===== src/rtl/divider_pkg.sv =====
// rtl/divider_pkg.sv - shared types and constants for the sequential divider
//
// Purpose: FSM state encoding, default operand width and counter sizing
// used by divider and divider_addsub.
// Ports: none (package).
package divider_pkg;

  typedef enum logic [2:0] {
    IDLE = 3'd0,
    LOAD = 3'd1,
    ITER = 3'd2,
    FIX  = 3'd3,
    SIGN = 3'd4,
    DONE = 3'd5
  } state_t;

  localparam int WIDTH_DEFAULT = 32;

  // Iteration counter must count 0..w-1; never narrower than one bit.
  function automatic int cnt_width(input int w);
    return (w > 1) ? $clog2(w) : 1;
  endfunction

  localparam int CNT_W = cnt_width(WIDTH_DEFAULT);

endpackage


===== src/rtl/divider_addsub.sv =====
// rtl/divider_addsub.sv - add/subtract unit for the divider datapath
//
// Purpose: sum = a + b when sub=0, sum = a - b when sub=1 (two's complement,
// b inverted by sub and sub used as carry-in).
// Ports:
//   a   in  W  first operand
//   b   in  W  second operand
//   sub in  1  1 = subtract b, 0 = add b
//   sum out W  result, modulo 2^W
module divider_addsub #(
  parameter int W = 33
) (
  input  logic [W-1:0] a,
  input  logic [W-1:0] b,
  input  logic         sub,
  output logic [W-1:0] sum
);

  logic [W-1:0] b_eff;

  assign b_eff = b ^ {W{sub}};
  assign sum   = a + b_eff + {{(W-1){1'b0}}, sub};

endmodule


===== src/rtl/divider.sv =====
// rtl/divider.sv - sequential non-restoring integer divider, one quotient bit per clock
//
// Purpose: divides X by Y with a start/done handshake. Signed two's-complement
// semantics when DIVIDER_SIGNED_EN is defined, unsigned otherwise.
// Ports:
//   clk       in  1      rising-edge clock
//   rst       in  1      asynchronous active-high reset
//   start     in  1      request, sampled only in IDLE
//   X         in  WIDTH  dividend, captured on the start edge
//   Y         in  WIDTH  divisor, captured on the start edge
//   quotient  out WIDTH  quotient, truncated toward zero
//   remainder out WIDTH  remainder, sign of dividend
//   done      out 1      one-cycle completion pulse
//   busy      out 1      high in every state except IDLE
//   div_zero  out 1      last operation had Y == 0
//   overflow  out 1      last operation was MIN / -1 (signed build only)
// Configuration macro: DIVIDER_SIGNED_EN
module divider
  import divider_pkg::*;
#(
  parameter int WIDTH = WIDTH_DEFAULT
) (
  input  logic             clk,
  input  logic             rst,
  input  logic             start,
  input  logic [WIDTH-1:0] X,
  input  logic [WIDTH-1:0] Y,
  output logic [WIDTH-1:0] quotient,
  output logic [WIDTH-1:0] remainder,
  output logic             done,
  output logic             busy,
  output logic             div_zero,
  output logic             overflow
);

  localparam int             CW       = cnt_width(WIDTH);
  localparam logic [CW-1:0]  CNT_LAST = CW'(WIDTH - 1);

  state_t state, next_state;

  logic [WIDTH-1:0] x_reg, y_reg;
  logic [WIDTH-1:0] d_reg;          // divisor magnitude
  logic [WIDTH-1:0] q_reg;          // dividend magnitude shifting into quotient
  logic [WIDTH:0]   a_reg;          // signed partial remainder
  logic [CW-1:0]    cnt;

`ifdef DIVIDER_SIGNED_EN
  logic sx, sy;
`endif

  logic [WIDTH:0] add0_a, add0_b, add0_sum;
  logic [WIDTH:0] add1_a, add1_b, add1_sum;
  logic           add0_sub, add1_sub;
  logic           unused_ok;

  // add0 carries the iteration, the final correction and the quotient /
  // divisor negations; add1 handles the dividend / remainder negation that
  // is needed in the same cycle.
  divider_addsub #(.W(WIDTH + 1)) u_add0 (
    .a   (add0_a),
    .b   (add0_b),
    .sub (add0_sub),
    .sum (add0_sum)
  );

  divider_addsub #(.W(WIDTH + 1)) u_add1 (
    .a   (add1_a),
    .b   (add1_b),
    .sub (add1_sub),
    .sum (add1_sum)
  );

  assign unused_ok = &{1'b0, add1_sum};

  assign busy = (state != IDLE);
  assign done = (state == DONE);

  always_ff @(posedge clk or posedge rst) begin
    if (rst) begin
      state <= IDLE;
    end else begin
      state <= next_state;
    end
  end

  // Divide-by-zero skips ITER/FIX but still passes through SIGN, where the
  // result registers are written, so done follows one cycle later.
  always_comb begin
    next_state = state;
    case (state)
      IDLE: if (start) next_state = LOAD;
      LOAD: next_state = (y_reg == '0) ? SIGN : ITER;
      ITER: if (cnt == CNT_LAST) next_state = FIX;
      FIX:  next_state = SIGN;
      SIGN: next_state = DONE;
      DONE: next_state = IDLE;
      default: next_state = IDLE;
    endcase
  end

  always_comb begin
    add0_a   = a_reg;
    add0_b   = {1'b0, d_reg};
    add0_sub = 1'b0;
    add1_a   = '0;
    add1_b   = '0;
    add1_sub = 1'b1;
    case (state)
      LOAD: begin
        add0_a   = '0;
        add0_b   = {1'b0, y_reg};
        add0_sub = 1'b1;
        add1_b   = {1'b0, x_reg};
      end
      ITER: begin
        // {A,Q} shifted left; subtract D while A is non-negative.
        add0_a   = {a_reg[WIDTH-1:0], q_reg[WIDTH-1]};
        add0_sub = ~a_reg[WIDTH];
      end
      SIGN: begin
        add0_a   = '0;
        add0_b   = {1'b0, q_reg};
        add0_sub = 1'b1;
        add1_b   = a_reg;
      end
      default: begin
      end
    endcase
  end

  always_ff @(posedge clk or posedge rst) begin
    if (rst) begin
      x_reg     <= '0;
      y_reg     <= '0;
      d_reg     <= '0;
      q_reg     <= '0;
      a_reg     <= '0;
      cnt       <= '0;
      quotient  <= '0;
      remainder <= '0;
      div_zero  <= 1'b0;
      overflow  <= 1'b0;
`ifdef DIVIDER_SIGNED_EN
      sx        <= 1'b0;
      sy        <= 1'b0;
`endif
    end else begin
      case (state)
        IDLE: begin
          if (start) begin
            x_reg <= X;
            y_reg <= Y;
          end
        end
        LOAD: begin
          cnt      <= '0;
          a_reg    <= '0;
          div_zero <= (y_reg == '0);
          overflow <= 1'b0;
`ifdef DIVIDER_SIGNED_EN
          // |MIN| = 2^(WIDTH-1) still fits as an unsigned magnitude.
          sx    <= x_reg[WIDTH-1];
          sy    <= y_reg[WIDTH-1];
          d_reg <= y_reg[WIDTH-1] ? add0_sum[WIDTH-1:0] : y_reg;
          q_reg <= x_reg[WIDTH-1] ? add1_sum[WIDTH-1:0] : x_reg;
`else
          d_reg <= y_reg;
          q_reg <= x_reg;
`endif
        end
        ITER: begin
          a_reg <= add0_sum;
          q_reg <= {q_reg[WIDTH-2:0], ~add0_sum[WIDTH]};
          cnt   <= cnt + CW'(1);
        end
        FIX: begin
          if (a_reg[WIDTH]) a_reg <= add0_sum;
        end
        SIGN: begin
          if (div_zero) begin
            quotient  <= '1;
            remainder <= x_reg;
          end else begin
`ifdef DIVIDER_SIGNED_EN
            // MIN / -1 needs no special casing: magnitude 2^(WIDTH-1) with
            // equal signs already yields quotient MIN and remainder 0.
            quotient  <= (sx ^ sy) ? add0_sum[WIDTH-1:0] : q_reg;
            remainder <= sx ? add1_sum[WIDTH-1:0] : a_reg[WIDTH-1:0];
            overflow  <= (x_reg == {1'b1, {(WIDTH-1){1'b0}}}) && (y_reg == '1);
`else
            quotient  <= q_reg;
            remainder <= a_reg[WIDTH-1:0];
`endif
          end
        end
        default: begin
        end
      endcase
    end
  end

endmodule


===== config.mk =====
export PLATFORM = sky130hd
export DESIGN_NAME = divider
export DESIGN_NICKNAME = d
export VERILOG_FILES = /design/src/rtl/divider_pkg.sv /design/src/rtl/divider_addsub.sv /design/src/rtl/divider.sv
export SDC_FILE = /design/constraint.sdc
export NUM_CORES = 1
export LEC_CHECK = 0
export CAP_MARGIN = 20
export CORE_MARGIN = 4
export CORE_UTILIZATION = 52
export CTS_BUF_LIST = sky130_fd_sc_hd__clkbuf_16
export DETAILED_ROUTE_END_ITERATION = 10
export PLACE_DENSITY_LB_ADDON = 0.1
export SYNTH_ARGS = -nofsm -noshare
export SYNTH_HDL_FRONTEND = slang
export SYNTH_SLANG_ARGS = --single-unit
export TNS_END_PERCENT = 100

===== constraint.sdc =====
create_clock -name clk -period 7.6 [get_ports clk]
set_input_delay 1.14 -clock clk [delete_from_list [all_inputs] [get_ports clk]]
set_output_delay 1.14 -clock clk [all_outputs]
set_load 0.02 [all_outputs]

After elaboration in Yosys (flattened, before gate mapping) --
Cells that the tools add are included.
Storage, ports and cells: bits in registers 234, bits of input ports 67, output and inout bits 68, logic and storage cells 48
Operators by class: add/subtract/negate cells 3, equality and inequality tests 9, bitwise gates (word level) 3, mux-type cells 13, reductions and logical operators 9
Operators by type and width (count):
- $pmux 32 s2 | 2
- $pmux 33 s3 | 1
- $pmux 33 s2 | 1
- $mux 32 | 2
- $add 33x1->33 | 1
- $add 33x33->33 | 1
- $mux 33 | 1
- $xor 32x33->33 | 1
- $logic_not 32->1 | 1
- $pmux 3 s5 | 1
- $pmux 5 s2 | 1
- $mux 3 | 3
- $eq 3x2->1 const B | 2
- $eq 3x3->1 const B | 2
- $ne 2x2->1 const B | 3
- $reduce_and 2->1 | 3
- $reduce_bool 3->1 | 2
- $add 5x1->5 const B | 1
- $eq 5x5->1 const B | 1
- $eq 3x1->1 const B | 1
- $logic_not 3->1 | 1
- $not 1->1 | 2
- $pmux 1 s2 | 1
- $reduce_bool 2->1 | 1
- $reduce_or 2->1 | 1

Logic depth before layout (Yosys ltp) --
word-level depth 8, gate-level depth with buffers 17, mapped depth without buffers 14

Cells and area by module --
A second synthesis with hierarchy kept.
Unflattened totals: cell total of the unflattened synthesis 1362, area total of the unflattened synthesis 13170.1 um^2
Modules (own cells, without submodules):
- divider | area an instance 10976.8 um^2, times used 1, cells an instance 1047, seq. area each 5855.6 um^2
- divider_addsub | area an instance 2193.4 um^2, times used 1, cells an instance 315, seq. area each 0.0 um^2

Worst setup path after synthesis --
OpenSTA, ideal clock, no wires.
path type reg2reg, start register state[2], end register a_reg[32], stages on the path, launching flop included 16, setup slack 3.693 ns, arrival time 3.835 ns, path buffers 2, data required time 7.529 ns, cell sequence dfrtp_1 > nor3b_1 > buf_2 > a311oi_2 > clkbuf_1 > xor2_1 > fa_1 > a21oi_1 > o21ai_0 > a21oi_1 > a31oi_1 > a31oi_1 > o21ai_1 > a31oi_1 > mux2_2 > nor2_1
On the way: longest elaborated chain between the ends 8
Ends and longest elaborated chain:
- start, declared | RTL line divider.sv:39 | state_t state, next_state;
- start signal, assigned | RTL line divider.sv:82 | state <= next_state;
- $eq 3x3->1 or $eq 3x1->1 (tied branches) | RTL line divider.sv:108, divider.sv:148
- $reduce_or 2->1 (no line)
- $pmux 1 s2 | RTL line divider.sv:108 | case (state)
- $xor 32x33->33 | RTL line divider_addsub.sv:21 | assign b_eff = b ^ {W{sub}};
- $add 33x33->33 | RTL line divider_addsub.sv:22 | assign sum = a + b_eff + {{(W-1){1'b0}}, sub};
- $add 33x1->33 | RTL line divider_addsub.sv:22
- $mux 33 | RTL line divider.sv:177 | if (a_reg[WIDTH]) a_reg <= add0_sum;
- $pmux 33 s3 | RTL line divider.sv:148 | case (state)
- end signal, assigned | RTL line divider.sv:172 | a_reg <= add0_sum;
- end signal, assigned | RTL line divider.sv:177
- end, declared | RTL line divider.sv:44 | logic [WIDTH:0] a_reg;
Parallel ways exist; a longest one is shown, timed or not. The select of a mux whose other input is x is not followed. A chain may end at the register's enable or synchronous reset.

Worst setup path in the final report --
start register state[1], end register a_reg[32]
The elaborated chain is that of the path after synthesis.

==> impl_metrics.py <==
metrics = {
    "sta": {
        "fin_hold_ws_ns": 0.475,
        "setup-tns-final_ns": 0,
        "period_share_pct": 69.0,
        "slew_viol_final": 0,
        "maxSlewHeadroom_pct": 27.7,
        "period_needed_ns": 5.24,
        "max_freq_ghz": 0.191,
        "setup_viol": 0,
        "tightestPinTransition_ns": 1.08,
        "hold_violations": 0,
        "rsz0062_at_grt": "false",
        "setup_ws_ns": 2.36,
        "fin_skew_ns": 0.0113,
    },
    "die": {
        "io_pins": 135,
        "die_w_um": 161,
        "dieArea_sq_um": 25900,
        "num_rows": 55,
        "initial_core_util_pct": 53.3,
        "fp.coreArea_sq_um": 22800,
        "die_h_um": 161,
    },
    "cells_and_area": {
        "area_growth_pct": 19.8,
        "fin_cells": 1687,
        "drive_gt1_share_pct": 10.0,
        "largest_reg_flops": 33,
        "diodes": 0,
        "regArea_sq_um": 5860,
        "multi_input_area_sq_um": 6000,
        "n_fill_cell": 1944,
        "nNetsFinal": 1455,
    },
    "run": {
        "cap_violations": 0,
    },
    "route": {
        "wl_per_cell_um": 19.8,
        "dr.max_layer_used": "met4",
        "vias": 9964,
        "drt_pass1_iterations": 5,
        "ant_nets": 0,
        "met3WireLength_um": 2930,
        "drt_iter0_drc": 1098,
        "via_per_inst": 5.91,
        "wl_met1_um": 16300,
        "route.met2.wl_um": 13700,
        "wl_um": 33400,
        "drc": 0,
    },
    "clocking": {
        "postCtsHoldBufs": 0,
        "numCtsBuffers": 26,
        "cts_tree": "built",
        "clkTransAtPathRegs_ns": 0.06,
        "cts-root-buf": "clkbuf_16",
        "clockBufferDepth": 3,
        "cts.sinks": 234,
        "cts_resized": 0,
        "ctsHtreeMaxLevel": 1,
        "worstSkewPairLatency_ns": 0.53,
        "cts_setup_buffers": 0,
    },
    "grt": {
        "antenna_found_initial": 0,
        "grt.overflow.total": 0,
        "grt_pass1_wl_um": 53600,
        "grt_usage_pct": 25.5,
        "grt_pass1_vias": 9478,
        "grt_max_degree": 111,
    },
    "synthesis": {
        "synth_fp_nets": 1360,
        "yosys.area.top_type": "dfrtp_1",
        "synth_most_common_cell": "dfrtp_1",
        "synthesis.area_sq_um": 12200,
        "synth_ff_type": "dfrtp_1",
        "synth-seq-area-share_pct": 48.1,
        "async_flop_share_pct": 100,
        "yosys_warnings": 0,
        "synth-edff-count": 0,
        "netlist.area_leader.share_pct": 48.1,
        "synth.area.top_cells": "dfrtp_1 48%, a22o_1 6.8%, mux2_2 6.0%, nand2_1 5.9%, a21oi_1 5.2%",
        "syn_inst": 1259,
        "yosysUniqueCellTypes": 55,
        "ys_ff_latch": 234,
        "syn-mean-instance-area_sq_um": 9.68,
        "yosys-top-cells-count": "234 x dfrtp_1, 190 x nand2_1, 148 x nor2_1",
    },
    "worst_setup_path": {
        "setup.worst_path.start_class": "flip-flop",
        "r2r_end": "a_reg[32]",
        "path_max_fanout": 97,
        "critPathKind": "flip-flop to flip-flop",
        "required_ns": 8.06,
        "r2r_slack_ns": 2.36,
        "startpoint": "state[1]",
        "worstSetupEndpointType": "flip-flop",
        "critical_path_arrival_ns": 5.70,
        "rr_startpoint": "state[1]",
        "reg2reg_depth": 16,
    },
    "place": {
        "dp_slack_ns": 2.42,
        "port_buffers": 133,
        "dp.cells": 1638,
        "place_congestion": 0.907,
        "place_hpwl_um": 23400,
    },
    "worst_hold_path": {
        "hold_path_startpoint": "d_reg[1]",
        "holdPathStages": 2,
        "hold_path_end": "d_reg[1]",
        "hp-class": "flip-flop to flip-flop",
    },
    "run_status": {
        "run_status": "finished clean",
    },
}
==> how the worst max path moves through the flow <==
stage          slack (ns)  cells after the start         to
6_report             2.36                     16  a_reg[32]
5_1_grt              1.90                     16  a_reg[32]
4_1_cts              2.40                     16  a_reg[32]
3_5_place_dp         2.42                     16  a_reg[32]
3_3_place_gp         2.59                     16  a_reg[32]
2_1_floorplan        0.04                      1   a_reg[0]
==> placed cells by master (no fill, tap or decap), types with 6 or more instances in the layout <==
cell type,instances
nand2_1,190
dfrtp_1,233
buf_4,16
nor2_1,148
a21oi_1,126
clkinv_1,9
nor3_1,6
o21ai_1,7
mux2i_1,32
ha_1,33
o211ai_1,7
nand3_1,8
clkbuf_16,27
a31oi_1,40
mux2_2,65
nor4_1,9
o21ai_0,23
inv_1,11
xnor2_1,23
and3_1,6
a22o_1,95
xor2_1,41
clkdlybuf4s50_1,133
a21o_1,9
==> area by class of cell <==
class / instances / area share, %
flip-flops and latches: 234 / 40.1
clock buffers: 27 / 4.63
multi-input cells: 930 / 41.1
well taps: 313 / 2.68
clock inverters: 21 / 1.06
inverters: 12 / 0.360
repair buffers: 150 / 10.0
==> worst max-delay path: stages, from the launching register on <==
cell,delay [ns]
dfrtp_1,0.67
nor3b_2,0.31
buf_4,0.33
buf_4,0.81
a22o_1,0.26
a21oi_1,0.05
xor2_1,0.19
fa_1,0.47
a21oi_1,0.21
o21ai_0,0.18
a21oi_1,0.29
a31oi_1,0.23
a31oi_1,0.26
o21ai_1,0.14
a31oi_1,0.28
mux2_2,0.37
nor2_1,0.10
==> logic make-up (layout without fill, tap and decap cells) <==
family	Yosys count	after routing	share of synthesized area [%]
buf+inv	95	210	3.02
xor+xnor	64	64	4.60
flops	234	234	48.1
other cells	1	1	0.0308
mux	97	97	8.64
fa+ha+maj	34	34	3.55
simple gates	401	401	13.9
compound gates	333	333	18.2
==> metal layers <==
metal | global-route usage (%) | up-vias
met3 | 5.05 | 44
met4 | 4.81 | 0
li1 | - | 4656
met2 | 35.1 | 379
met5 | 0 | -
met1 | 41.8 | 4885
==> stage by stage <==
stage,area [sq um],utilization (%)
after floorplan,12200,-
after global placement,13800,60.2
after detailed placement,13800,60.2
after CTS,14600,63.8
after global routing,14600,63.9
final,14600,63.9
Power is not shown: default switching activity piles up to over one toggle a cycle in this logic, so the estimate is an artifact.
